--- src/rtl/uart_tx_queue_pkg.sv ---
// Shared defaults and serializer state encoding for the UART
// transmit queue.
package uart_tx_queue_pkg;

    localparam int SERIAL_WCNT_DEF = 100;
    localparam int QADDR_DEF       = 4;

    typedef enum logic [1:0] {
        ST_IDLE  = 2'd0,
        ST_START = 2'd1,
        ST_DATA  = 2'd2,
        ST_STOP  = 2'd3
    } tx_state_t;

endpackage

--- src/rtl/uart_tx_fifo.sv ---
// Byte FIFO feeding the serializer: storage, wrapping pointers,
// occupancy count and the sticky overflow flag.
module uart_tx_fifo
    import uart_tx_queue_pkg::*;
#(
    parameter int QADDR = QADDR_DEF
) (
    input  logic       clk,
    input  logic       rst_n,
    input  logic [7:0] wdata,
    input  logic       we,
    input  logic       pop,
    output logic [7:0] rdata,
    output logic       ready,
    output logic       empty,
    output logic       ovf
);

    localparam int DEPTH = 1 << QADDR;

    logic [7:0]       mem [DEPTH];
    logic [QADDR-1:0] wptr;
    logic [QADDR-1:0] rptr;
    logic [QADDR:0]   count;
    logic             push;
    logic             pull;

    // A write is only taken when there is room; a full queue drops it.
    assign ready = (count != (QADDR+1)'(DEPTH));
    assign empty = (count == '0);
    assign push  = we && ready;
    assign pull  = pop && !empty;
    assign rdata = mem[rptr];

    // Storage needs no reset; only the pointers define valid contents.
    always_ff @(posedge clk) begin
        if (push) begin
            mem[wptr] <= wdata;
        end
    end

    // Pointers wrap naturally; count tracks push/pop, unchanged on both.
    always_ff @(posedge clk or negedge rst_n) begin
        if (!rst_n) begin
            wptr  <= '0;
            rptr  <= '0;
            count <= '0;
            ovf   <= 1'b0;
        end else begin
            if (push) begin
                wptr <= wptr + 1'b1;
            end
            if (pull) begin
                rptr <= rptr + 1'b1;
            end
            unique case ({push, pull})
                2'b10:   count <= count + 1'b1;
                2'b01:   count <= count - 1'b1;
                default: count <= count;
            endcase
            if (we && !ready) begin
                ovf <= 1'b1;
            end
        end
    end

endmodule

--- src/rtl/uart_tx_queue.sv ---
// Queued 8N1 UART transmitter: FIFO front end plus a serializer
// whose line output is a flop lagging the state by one cycle.
module uart_tx_queue
    import uart_tx_queue_pkg::*;
#(
    parameter int SERIAL_WCNT = SERIAL_WCNT_DEF,
    parameter int QADDR       = QADDR_DEF
) (
    input  logic       CLK,
    input  logic       RST_X,
    input  logic [7:0] DATA,
    input  logic       WE,
    output logic       READY,
    output logic       TXD,
    output logic       BUSY,
    output logic       OVF
);

    localparam int CW = $clog2(SERIAL_WCNT);

    tx_state_t     state;
    tx_state_t     state_next;
    logic [CW-1:0] cnt;
    logic [2:0]    bit_idx;
    logic [7:0]    shreg;
    logic [7:0]    head;
    logic          txd_q;
    logic          busy_q;
    logic          pop;
    logic          empty;
    logic          bit_last;

    uart_tx_fifo #(
        .QADDR (QADDR)
    ) u_fifo (
        .clk   (CLK),
        .rst_n (RST_X),
        .wdata (DATA),
        .we    (WE),
        .pop   (pop),
        .rdata (head),
        .ready (READY),
        .empty (empty),
        .ovf   (OVF)
    );

    assign bit_last = (cnt == CW'(SERIAL_WCNT - 1));
    assign TXD      = txd_q;
    assign BUSY     = busy_q | ~empty;

    // Next-state and pop: a byte is pulled when a frame is about to start.
    always_comb begin
        state_next = state;
        pop        = 1'b0;
        unique case (state)
            ST_IDLE: begin
                if (!empty) begin
                    pop        = 1'b1;
                    state_next = ST_START;
                end
            end
            ST_START: begin
                if (bit_last) begin
                    state_next = ST_DATA;
                end
            end
            ST_DATA: begin
                if (bit_last && bit_idx == 3'd7) begin
                    state_next = ST_STOP;
                end
            end
            ST_STOP: begin
                if (bit_last) begin
                    if (!empty) begin
                        pop        = 1'b1;
                        state_next = ST_START;
                    end else begin
                        state_next = ST_IDLE;
                    end
                end
            end
            default: state_next = ST_IDLE;
        endcase
    end

    // State register.
    always_ff @(posedge CLK or negedge RST_X) begin
        if (!RST_X) begin
            state <= ST_IDLE;
        end else begin
            state <= state_next;
        end
    end

    // Bit timing, shifter and registered line/busy outputs.
    always_ff @(posedge CLK or negedge RST_X) begin
        if (!RST_X) begin
            cnt     <= '0;
            bit_idx <= '0;
            shreg   <= '0;
            txd_q   <= 1'b1;
            busy_q  <= 1'b0;
        end else begin
            if (state == ST_IDLE || bit_last) begin
                cnt <= '0;
            end else begin
                cnt <= cnt + 1'b1;
            end
            if (state != ST_DATA) begin
                bit_idx <= '0;
            end else if (bit_last) begin
                bit_idx <= bit_idx + 3'd1;
            end
            if (pop) begin
                shreg <= head;
            end else if (state == ST_DATA && bit_last) begin
                shreg <= {1'b0, shreg[7:1]};
            end
            unique case (state)
                ST_START: txd_q <= 1'b0;
                ST_DATA:  txd_q <= shreg[0];
                default:  txd_q <= 1'b1;
            endcase
            busy_q <= (state != ST_IDLE);
        end
    end

endmodule

--- config.mk ---
export PLATFORM = sky130hd
export DESIGN_NAME = uart_tx_queue
export DESIGN_NICKNAME = d
export VERILOG_FILES = /design/src/rtl/uart_tx_queue_pkg.sv /design/src/rtl/uart_tx_fifo.sv /design/src/rtl/uart_tx_queue.sv
export SDC_FILE = /design/constraint.sdc
export NUM_CORES = 1
export LEC_CHECK = 0
export CAP_MARGIN = 20
export CORE_UTILIZATION = 61
export CTS_CLUSTER_DIAMETER = 150
export CTS_CLUSTER_SIZE = 24
export DETAILED_ROUTE_END_ITERATION = 10
export GPL_TIMING_DRIVEN = 0
export PLACE_DENSITY = 0.78
export SLEW_MARGIN = 20
export SYNTH_ARGS = -nofsm -noshare
export SYNTH_HDL_FRONTEND = slang
export SYNTH_SLANG_ARGS = --single-unit
--- constraint.sdc ---
create_clock -name CLK -period 4.07 [get_ports CLK]
set_input_delay 0.814 -clock CLK [delete_from_list [all_inputs] [get_ports CLK]]
set_output_delay 0.814 -clock CLK [all_outputs]
set_load 0.02 [all_outputs]
==> impl_metrics.yaml, run 1 <==
outcome:
  status: "complete, no violations"
floorplanning:
  initial_utilization: 0.632
  ios: 15
  die_area_um2: 11800
  rows: 38
  coreArea_um2: 11000
  die_h_um: 109
  fp.dieW_um: 109
logic_synthesis:
  ys_seq_area_frac: 0.684
  synthXorXnorAreaFrac: 0.0214
  synth_top_area_share: 0.554
  ys_ff_latch: 164
  synth.top_cells.by_area: "edfxtp_1 (55%), dfrtp_1 (13%), mux4_2 (10%)"
  synth_top_family_by_area: "multiplexers"
  synth_compound_area_frac: 0.0241
  netlist-cell-type-count: 47
  synth-adder-area-share: 0.0306
  yosysWarnings: 0
  synth_simple_gate_area_frac: 0.0510
  yosysTopAreaCell: "edfxtp_1"
  syn_area_um2: 6940
  ys.flop_type: "edfxtp_1"
  muxShareOfSynthArea: 0.166
  netlist_instances: 392
  syn_avg_cell_area_um2: 17.7
  syn_nets: 420
  synth-edff-count: 128
  async_flop_share: 0.220
setup_path:
  cpMaxStageDelayCell: "dfrtp_1"
  end_kind: "flip-flop"
  path_delay_family: "compound AO/OA/AOI/OAI gates"
  worst_setup_path_start_kind: "flip-flop"
  cp_data_arrival_time_ns: 3.58
  path_buf_inv: 3
  cpPeakStageDelay_ns: 0.39
  cp_max_fo: 10
  path_class: "reg2reg"
  cp_common_cell: "ha_1"
  crit_chain: "ha_1 > and4bb_2 > a31oi_1 > or2_4 > buf_12 > inv_2 > ha_1 > clkbuf_1 > xor2_1 > ha_1 > o211a_1 > o31ai_1 > a31oi_1 > xor2_1"
  crit_required_ns: 4.37
timing:
  slew_headroom: 0.420
  period_share: 0.805
  worst_hold_slack_ns: 0.267
  final.min_clock_period_ns: 3.28
  slew_violations: 0
  setup_viol: 0
  rsz0062_at_grt: "false"
  fmax_ghz: 0.305
  finalHoldViolCount: 0
  tns_ns: 0
  finalClockSkew_ns: 0.0182
  tightest_slew_ns: 0.867
clock_network:
  numClockSinks: 164
  postCtsSetupRepairBufs: 0
  cts_max_level: 4
  cts_made_buffers: 17
  cts_resized: 0
  clk_pin_slew_ns: 0.07
  cts_hold_buf: 0
  cts_root_buffer: "clkbuf_16"
  clockBufferDepth: 2
  tritoncts: "done"
  clk_latency_ns: 0.43
final_layout:
  antennaDiodeCount: 0
  final_area_um2: 7880
  final_cell_mix: "edfxtp_1 (128), dfrtp_1 (35), mux4_2 (32)"
  layout-drive-gt1-share: 0.230
  layout_commonest_cell: "edfxtp_1"
  fill_cells: 674
  syn2layout_area_growth_pct: 13.4
  nets: 454
placed_design:
  dp_hpwl_um: 8600
  port_buffers: 14
  placed_area_um2: 7290
  gp_congestion: 0.766
pwr:
  ir_drop_mv: 0.482
  p_per_area_nw_per_um2: 709
  leakagePower_uw: 0.00290
routing:
  vias: 3483
  routed_wl_um: 13200
  route.detailed.drc: 0
  routedWlPerCell_um: 22.7
  viasPerCell: 6.02
  dr.pass1.iters: 5
  drtAntennaViolNets: 0
  first_iter_violations: 317
grt:
  grt_pass1_wl_um: 20700
  antenna_found_initial: 0
  grt_overflow: 0
  grt_pass1_vias: 3650
  grt_usage: 0.256
  grt_max_degree: 27
min_path:
  hold_class: "in2async"
run:
  maxCapViolations: 0
-- area by class of cell --
type / count / area (um^2) / area share
well taps: 140 / 175 / 0.0222
multi-input cells: 200 / 2060 / 0.261
flip-flops and latches: 164 / 4750 / 0.603
clock inverters: 14 / 143 / 0.0181
inverters: 9 / 33.8 / 0.00429
plain buffers: 19 / 125 / 0.0159
repair buffers: 15 / 155 / 0.0197
clock buffers: 18 / 439 / 0.0558
-- final timing paths --
check	slack (ns)	from	endpoint	cells after the start
setup / recovery	0.79	cnt[0]$_DFF_PN0_	u_fifo.count[4]$_DFFE_PN0P_	14
hold / removal	0.27	RST_X	u_fifo.wptr[3]$_DFFE_PN0P_	1
setup reg to reg	0.79	cnt[0]$_DFF_PN0_	u_fifo.count[4]$_DFFE_PN0P_	14
hold reg to reg	0.46	cnt[0]$_DFF_PN0_	cnt[0]$_DFF_PN0_	1
max in group asynchronous	3.29	RST_X	TXD$_DFF_PN1_	2
min in group CLK	0.46	cnt[0]$_DFF_PN0_	cnt[0]$_DFF_PN0_	1
-- flip-flops by register name (all words and copies together) (netlist names) --
register,cells
u_fifo.rptr,4
u_fifo.count,5
bit_idx,3
busy_q,1
cnt,7
u_fifo.mem,128
u_fifo.ovf,1
TXD,1
u_fifo.wptr,4
state,2
shreg,8
-- power by group --
group          total (uW)  internal, uW  switching, uW
Clock                1560           875            683
Sequential           2230          2100            127
Combinational        1790           837            957
-- metrics by stage --
step                utilization  cells  power (uW)  worst slack, ns
finish                    0.717    579        5580            0.792
floorplan                     -    392        3570             1.10
global placement          0.661    546        3970            0.659
global route              0.717    579        5860            0.584
CTS                       0.717    579        5620            0.805
detailed placement        0.664    547        4050            0.592
-- routing by layer --
metal / track usage / routed length [um] / vias to the layer above / share of wire
met5: 0 / 0 / - / 0
met3: 0.0729 / 1040 / 13 / 0.079
met2: 0.405 / 6580 / 117 / 0.50
li1: - / - / 1581 / -
met1: 0.340 / 5420 / 1772 / 0.41
met4: 0.0994 / 129 / 0 / 0.0098
-- logic make-up after synthesis --
family | after synthesis
flops | 164
xor+xnor | 17
fa+ha+maj | 17
simple gates | 69
compound gates | 23
mux | 74
buf+inv | 28
-- cells in the mapped netlist, types with 4 or more instances --
master / n
a21oi_1: 4
buf_2: 6
clkbuf_1: 5
dfrtp_1: 35
edfxtp_1: 128
ha_1: 17
inv_1: 8
mux2_2: 9
mux2i_1: 31
mux4_2: 32
nand2_1: 14
nand3_1: 6
nor2_1: 22
nor3_1: 7
o21ai_0: 7
xnor2_1: 9
xor2_1: 8
(Power assumes the default switching activity.)
==> inputs of run 2 (changes only) <==
--- a/config.mk
+++ b/config.mk
@@ -6,12 +6,12 @@
 export NUM_CORES = 1
 export LEC_CHECK = 0
 export CAP_MARGIN = 20
-export CORE_UTILIZATION = 61
+export CORE_UTILIZATION = 56
 export CTS_CLUSTER_DIAMETER = 150
 export CTS_CLUSTER_SIZE = 24
 export DETAILED_ROUTE_END_ITERATION = 10
 export GPL_TIMING_DRIVEN = 0
-export PLACE_DENSITY = 0.78
+export PLACE_DENSITY = 0.76
 export SLEW_MARGIN = 20
 export SYNTH_ARGS = -nofsm -noshare
 export SYNTH_HDL_FRONTEND = slang
==> constraint.sdc (replaced) <==
create_clock -name CLK -period 2.9 [get_ports CLK]
set_input_delay 0.58 -clock CLK [delete_from_list [all_inputs] [get_ports CLK]]
set_output_delay 0.58 -clock CLK [all_outputs]
set_load 0.02 [all_outputs]
==> run 2 against run 1 <==
- register-to-register slack worse by 0.70 ns
- clock power increased by 38%
- clock skew down 0.0076 ns
- hold slack improved by 0.21 ns
- non-clock buffer count is 10 higher
- power rose by 41%
- design area increased by 2.0%
- die area is 8.8% higher
- final cell count up 6.6%
- critical endpoint unchanged
==> impl_metrics.yaml, run 2 (synthesized netlist as in run 1, its figures left out) <==
clock_network:
  clk_pin_slew_ns: 0.06
  cts_made_buffers: 17
  tritoncts: "done"
  cts_root_buffer: "clkbuf_16"
  numClockSinks: 164
  clockBufferDepth: 2
  clk_latency_ns: 0.43
  cts_max_level: 4
placed_design:
  place_ws_ns: -0.226
  gp_congestion: 0.739
  port_buffers: 14
  dp_hpwl_um: 8140
final_layout:
  syn2layout_area_growth_pct: 15.7
  nets: 464
  top_regs: "u_fifo.mem x128, shreg x8, cnt x7"
  fill_cells: 830
  largest_register_ffs: 128
  layout-drive-gt1-share: 0.261
  seqCellArea_um2: 4750
  utilization: 0.666
  final_cell_mix: "edfxtp_1 (128), dfrtp_1 (35), mux4_2 (32)"
  antennaDiodeCount: 0
  multi_input_area_um2: 2100
  layout_commonest_cell: "edfxtp_1"
  regMostFlops: "u_fifo.mem"
routing:
  vias: 3486
  route.detailed.drc: 0
  dr.pass1.iters: 5
  first_iter_violations: 268
  routed_wl_um: 12600
  drtAntennaViolNets: 0
  routedWlPerCell_um: 20.4
  viasPerCell: 5.65
setup_path:
  cp_data_arrival_time_ns: 3.10
  crit_required_ns: 3.19
  end_kind: "flip-flop"
  cpMaxStageDelayCell: "or4_4"
  path_class: "reg2reg"
  cpPeakStageDelay_ns: 0.55
  crit_chain: "buf_6 > or4_4 > o21bai_4 > or2_4 > buf_12 > inv_2 > ha_4 > xor2_1 > ha_2 > o211a_1 > o31ai_2 > a31oi_1 > xor2_1"
  r2r_slack_ns: 0.09
  cp_common_cell: "xor2_1"
  cp_max_fo: 7
  reg2reg_depth: 13
  worst_setup_path_start_kind: "flip-flop"
pwr:
  p_seq_frac: 0.398
  leakagePower_uw: 0.00295
  power.switching_uw: 2440
  p_total_uw: 7880
  swShare: 0.309
  clkPwrFrac: 0.273
  p_per_area_nw_per_um2: 981
  ir_drop_mv: 0.829
  combPwrFrac: 0.329
  intPower_uw: 5440
floorplanning:
  die_area_um2: 12800
  fp.dieW_um: 113
  ios: 15
  initial_utilization: 0.576
  rows: 40
  die_h_um: 113
  coreArea_um2: 12100
grt:
  grt_usage: 0.218
  grt_pass1_vias: 3549
  grt_pass1_wl_um: 19800
  grt_max_degree: 31
  antenna_found_initial: 0
  grt_overflow: 0
timing:
  slew_violations: 0
  finalHoldViolCount: 0
  slew_headroom: 0.328
  final.min_clock_period_ns: 2.81
  fin_ws_ns: 0.0926
  setup_viol: 0
  tns_ns: 0
  finalClockSkew_ns: 0.0106
  fmax_ghz: 0.356
  rsz0062_at_grt: "false"
  tightest_slew_ns: 1.00
  worst_hold_slack_ns: 0.476
  period_share: 0.968
min_path:
  hold_path_depth: 1
  hold_class: "reg2reg"
outcome:
  status: "complete, no violations"
run:
  maxCapViolations: 0
## run 2: worst paths after layout
check | from | end
min | u_fifo.ovf$_DFFE_PN0P_ | u_fifo.ovf$_DFFE_PN0P_
min reg2reg | u_fifo.ovf$_DFFE_PN0P_ | u_fifo.ovf$_DFFE_PN0P_
max in group asynchronous | RST_X | TXD$_DFF_PN1_
min in group asynchronous | RST_X | cnt[2]$_DFF_PN0_
max | u_fifo.count[1]$_DFFE_PN0P_ | u_fifo.count[4]$_DFFE_PN0P_
max reg2reg | u_fifo.count[1]$_DFFE_PN0P_ | u_fifo.count[4]$_DFFE_PN0P_
## run 2: area by class of cell
cell class | count | area share
Multi-Input combinational cell | 200 | 0.262
Timing Repair Buffer | 26 | 0.0298
Buffer | 18 | 0.0159
Clock buffer | 17 | 0.0530
Clock inverter | 15 | 0.0182
Tap cell | 168 | 0.0262
Sequential cell | 164 | 0.591
Inverter | 9 | 0.00421
## run 2: routing by layer
| metal | track usage | share of wire | up-vias |
|---|---|---|---|
| met5 | 0 | 0 | - |
| met4 | 0.0553 | 0.0068 | 0 |
| met3 | 0.0675 | 0.051 | 9 |
| met2 | 0.360 | 0.52 | 89 |
| met1 | 0.285 | 0.42 | 1786 |
| li1 | - | - | 1602 |
## run 2: stage by stage
| step | instances | area [um^2] |
|---|---|---|
| after floorplan | 392 | 6970 |
| after global placement | 574 | 7320 |
| after detailed placement | 575 | 7360 |
| after CTS | 612 | 7990 |
| after global routing | 617 | 8030 |
| final | 617 | 8030 |
## run 2: what timing repair did
item / 4_1_cts / 5_1_grt
setup buffers: 4 / 6
endpoints found under the hold margin: 6 / 0
setup endpoints to repair: 3 / 2
gates resized for setup: 4 / 3
hold buffers: 1 / 0
pin swaps: 5 / 6
## run 2: worst max-delay path: cells and delay by family, from the launching register on
family | cells | cell delay (ns)
and+or+nand+nor | 2 | 0.70
AOI/OAI and AO/OA | 4 | 0.67
DFF | 1 | 0.38
adders and majority gates | 2 | 0.36
xor gates and xnor gates | 2 | 0.29
buffers and inverters | 3 | 0.26
## run 2: power groups by stage
| stage | Combinational (uW) | Sequential, uW | Clock (uW) |
|---|---|---|---|
| 2_1_floorplan | 1900 | 3140 | 0 |
| 3_3_place_gp | 2380 | 3150 | 0 |
| 3_5_place_dp | 2490 | 3180 | 0 |
| 4_1_cts | 2560 | 3130 | 2190 |
| 5_1_grt | 2830 | 3170 | 2280 |
| 6_report | 2590 | 3130 | 2150 |
==> inputs of run 3 (changes only) <==
--- a/config.mk
+++ b/config.mk
@@ -8,10 +8,10 @@
 export CAP_MARGIN = 20
 export CORE_UTILIZATION = 56
 export CTS_CLUSTER_DIAMETER = 150
-export CTS_CLUSTER_SIZE = 24
 export DETAILED_ROUTE_END_ITERATION = 10
 export GPL_TIMING_DRIVEN = 0
 export PLACE_DENSITY = 0.76
+export SETUP_SLACK_MARGIN = 0.1
 export SLEW_MARGIN = 20
 export SYNTH_ARGS = -nofsm -noshare
 export SYNTH_HDL_FRONTEND = slang
==> run 3 against run 2 <==
- sequential share of layout area about the same
- combinational power about the same
- highest routed layer unchanged
- routed wire length up 1.5%
- critical endpoint unchanged
- sequential power about the same
==> impl_metrics.yaml, run 3 (synthesized netlist as in run 1, its figures left out) <==
timing:
  finalHoldViolCount: 0
  finalClockSkew_ns: 0.00579
  rsz0062_at_grt: "true"
  final.min_clock_period_ns: 2.83
  setup_viol: 0
  slew_violations: 0
  tightest_slew_ns: 0.940
  worst_hold_slack_ns: 0.107
  period_share: 0.975
  fin_ws_ns: 0.0715
  slew_headroom: 0.370
  fmax_ghz: 0.354
  tns_ns: 0
floorplanning:
  die_area_um2: 12800
  die_h_um: 113
  coreArea_um2: 12100
  rows: 40
  initial_utilization: 0.576
  ios: 15
  fp.dieW_um: 113
routing:
  first_iter_violations: 237
  routed_wl_um: 12800
  drtAntennaViolNets: 0
  vias: 3522
  route.detailed.drc: 0
  dr.pass1.iters: 4
  viasPerCell: 5.74
  routedWlPerCell_um: 20.8
final_layout:
  final_cell_mix: "edfxtp_1 (128), dfrtp_1 (34), mux4_2 (32)"
  layout_commonest_cell: "edfxtp_1"
  regMostFlops: "u_fifo.mem"
  stdcell_count: 614
  syn2layout_area_growth_pct: 15.7
  top_regs: "u_fifo.mem x128, shreg x8, cnt x7"
  antennaDiodeCount: 0
  fill_cells: 813
  largest_register_ffs: 128
  layout-drive-gt1-share: 0.251
  nets: 462
outcome:
  status: "complete, no violations"
setup_path:
  cp_common_cell: "xor2_1"
  cpMaxStageDelayCell: "or4_4"
  cpPeakStageDelay_ns: 0.54
  path_buf_inv: 4
  crit_required_ns: 3.18
  cp_data_arrival_time_ns: 3.11
  crit_chain: "buf_6 > or4_4 > o21bai_4 > or2_4 > buf_12 > inv_6 > ha_4 > buf_8 > xor2_1 > ha_2 > o211a_1 > o31ai_2 > a31oi_1 > xor2_1"
  worst_setup_path_start_kind: "flip-flop"
  cp_max_fo: 5
  end_kind: "flip-flop"
  path_delay_family: "simple AND/OR/NAND/NOR gates"
  path_class: "reg2reg"
pwr:
  p_per_area_nw_per_um2: 984
  ir_drop_mv: 0.717
  leakagePower_uw: 0.00294
placed_design:
  dp_hpwl_um: 7940
  dp_cells: 575
  port_buffers: 14
  gp_congestion: 0.830
  place_ws_ns: -0.211
clock_network:
  tritoncts: "done"
  clockBufferDepth: 2
  cts_max_level: 4
  clk_latency_ns: 0.42
  clk_pin_slew_ns: 0.06
  numClockSinks: 164
  cts_root_buffer: "clkbuf_16"
  cts_made_buffers: 17
grt:
  grt_usage: 0.219
  grt_pass1_wl_um: 19800
  grt_overflow: 0
  grt_max_degree: 21
  antenna_found_initial: 0
  grt_pass1_vias: 3660
run:
  maxCapViolations: 0
min_path:
  hold_class: "in2async"
==> run 3: changes by cell type in the layout (fill, tap and decap cells not counted), sizes merged <==
cell,delta
bufinv,+1
clkbuf,+2
clkinvlp,-1
inv,-3
dlygate4sd3,-1
buf,-1
==> run 3: what timing repair did <==
action,CTS,global route
pin swaps,3,5
setup buffers,3,5
gates resized for setup,3,7
endpoints found under the setup margin,3,2
hold buffers,0,0
==> run 3: final timing paths <==
kind                                              from                     endpoint  slack, ns  cells past startpoint
min                                              RST_X             cnt[2]$_DFF_PN0_       0.11                      1
min in group CLK                      cnt[0]$_DFF_PN0_             cnt[0]$_DFF_PN0_       0.45                      1
max                        u_fifo.count[1]$_DFFE_PN0P_  u_fifo.count[4]$_DFFE_PN0P_       0.07                     14
min reg2reg                           cnt[0]$_DFF_PN0_             cnt[0]$_DFF_PN0_       0.45                      1
max reg2reg                u_fifo.count[1]$_DFFE_PN0P_  u_fifo.count[4]$_DFFE_PN0P_       0.07                     14
max in group asynchronous                        RST_X                TXD$_DFF_PN1_       2.26                      2
==> run 3: final cells by class <==
cell class / instances / area [um^2] / area share
inverters: 9 / 38.8 / 0.00483
plain buffers: 19 / 143 / 0.0178
clock inverters: 12 / 131 / 0.0164
multi-input cells: 200 / 2100 / 0.262
well taps: 168 / 210 / 0.0262
repair buffers: 23 / 225 / 0.0280
clock buffers: 19 / 433 / 0.0539
flip-flops and latches: 164 / 4750 / 0.591
==> run 3: metrics by stage <==
stage | util | total power (uW) | cell area, um^2
after floorplan | - | 5040 | 6980
final | 0.666 | 7900 | 8030
after global placement | 0.608 | 5540 | 7330
after CTS | 0.661 | 7880 | 7970
after detailed placement | 0.611 | 5660 | 7370
after global routing | 0.666 | 8290 | 8030
==> run 3: worst register-to-register path: cells and delay by family, from the launching register on <==
family | cells | cell delay [ns]
adder cells (fa/ha/maj) | 2 | 0.34
flip-flops | 1 | 0.37
AO/OA/AOI/OAI | 4 | 0.61
XOR/XNOR | 2 | 0.30
buffers and inverters | 4 | 0.37
AND/OR/NAND/NOR | 2 | 0.69
==> run 3: power breakdown <==
| part | switching [uW] | leakage (uW) | internal (uW) |
|---|---|---|---|
| Clock | 888 | 0.000275 | 1270 |
| Sequential | 183 | 0.00159 | 2960 |
| Combinational | 1330 | 0.00107 | 1280 |
| Total | 2400 | 0.00294 | 5500 |
==> run 3: per-layer routing <==
layer	GRT usage	wire length (um)	up-vias
li1	-	-	1585
met1	0.265	5240	1826
met2	0.378	6810	94
met3	0.0605	534	17
met4	0.0807	205	0
met5	0	0	-
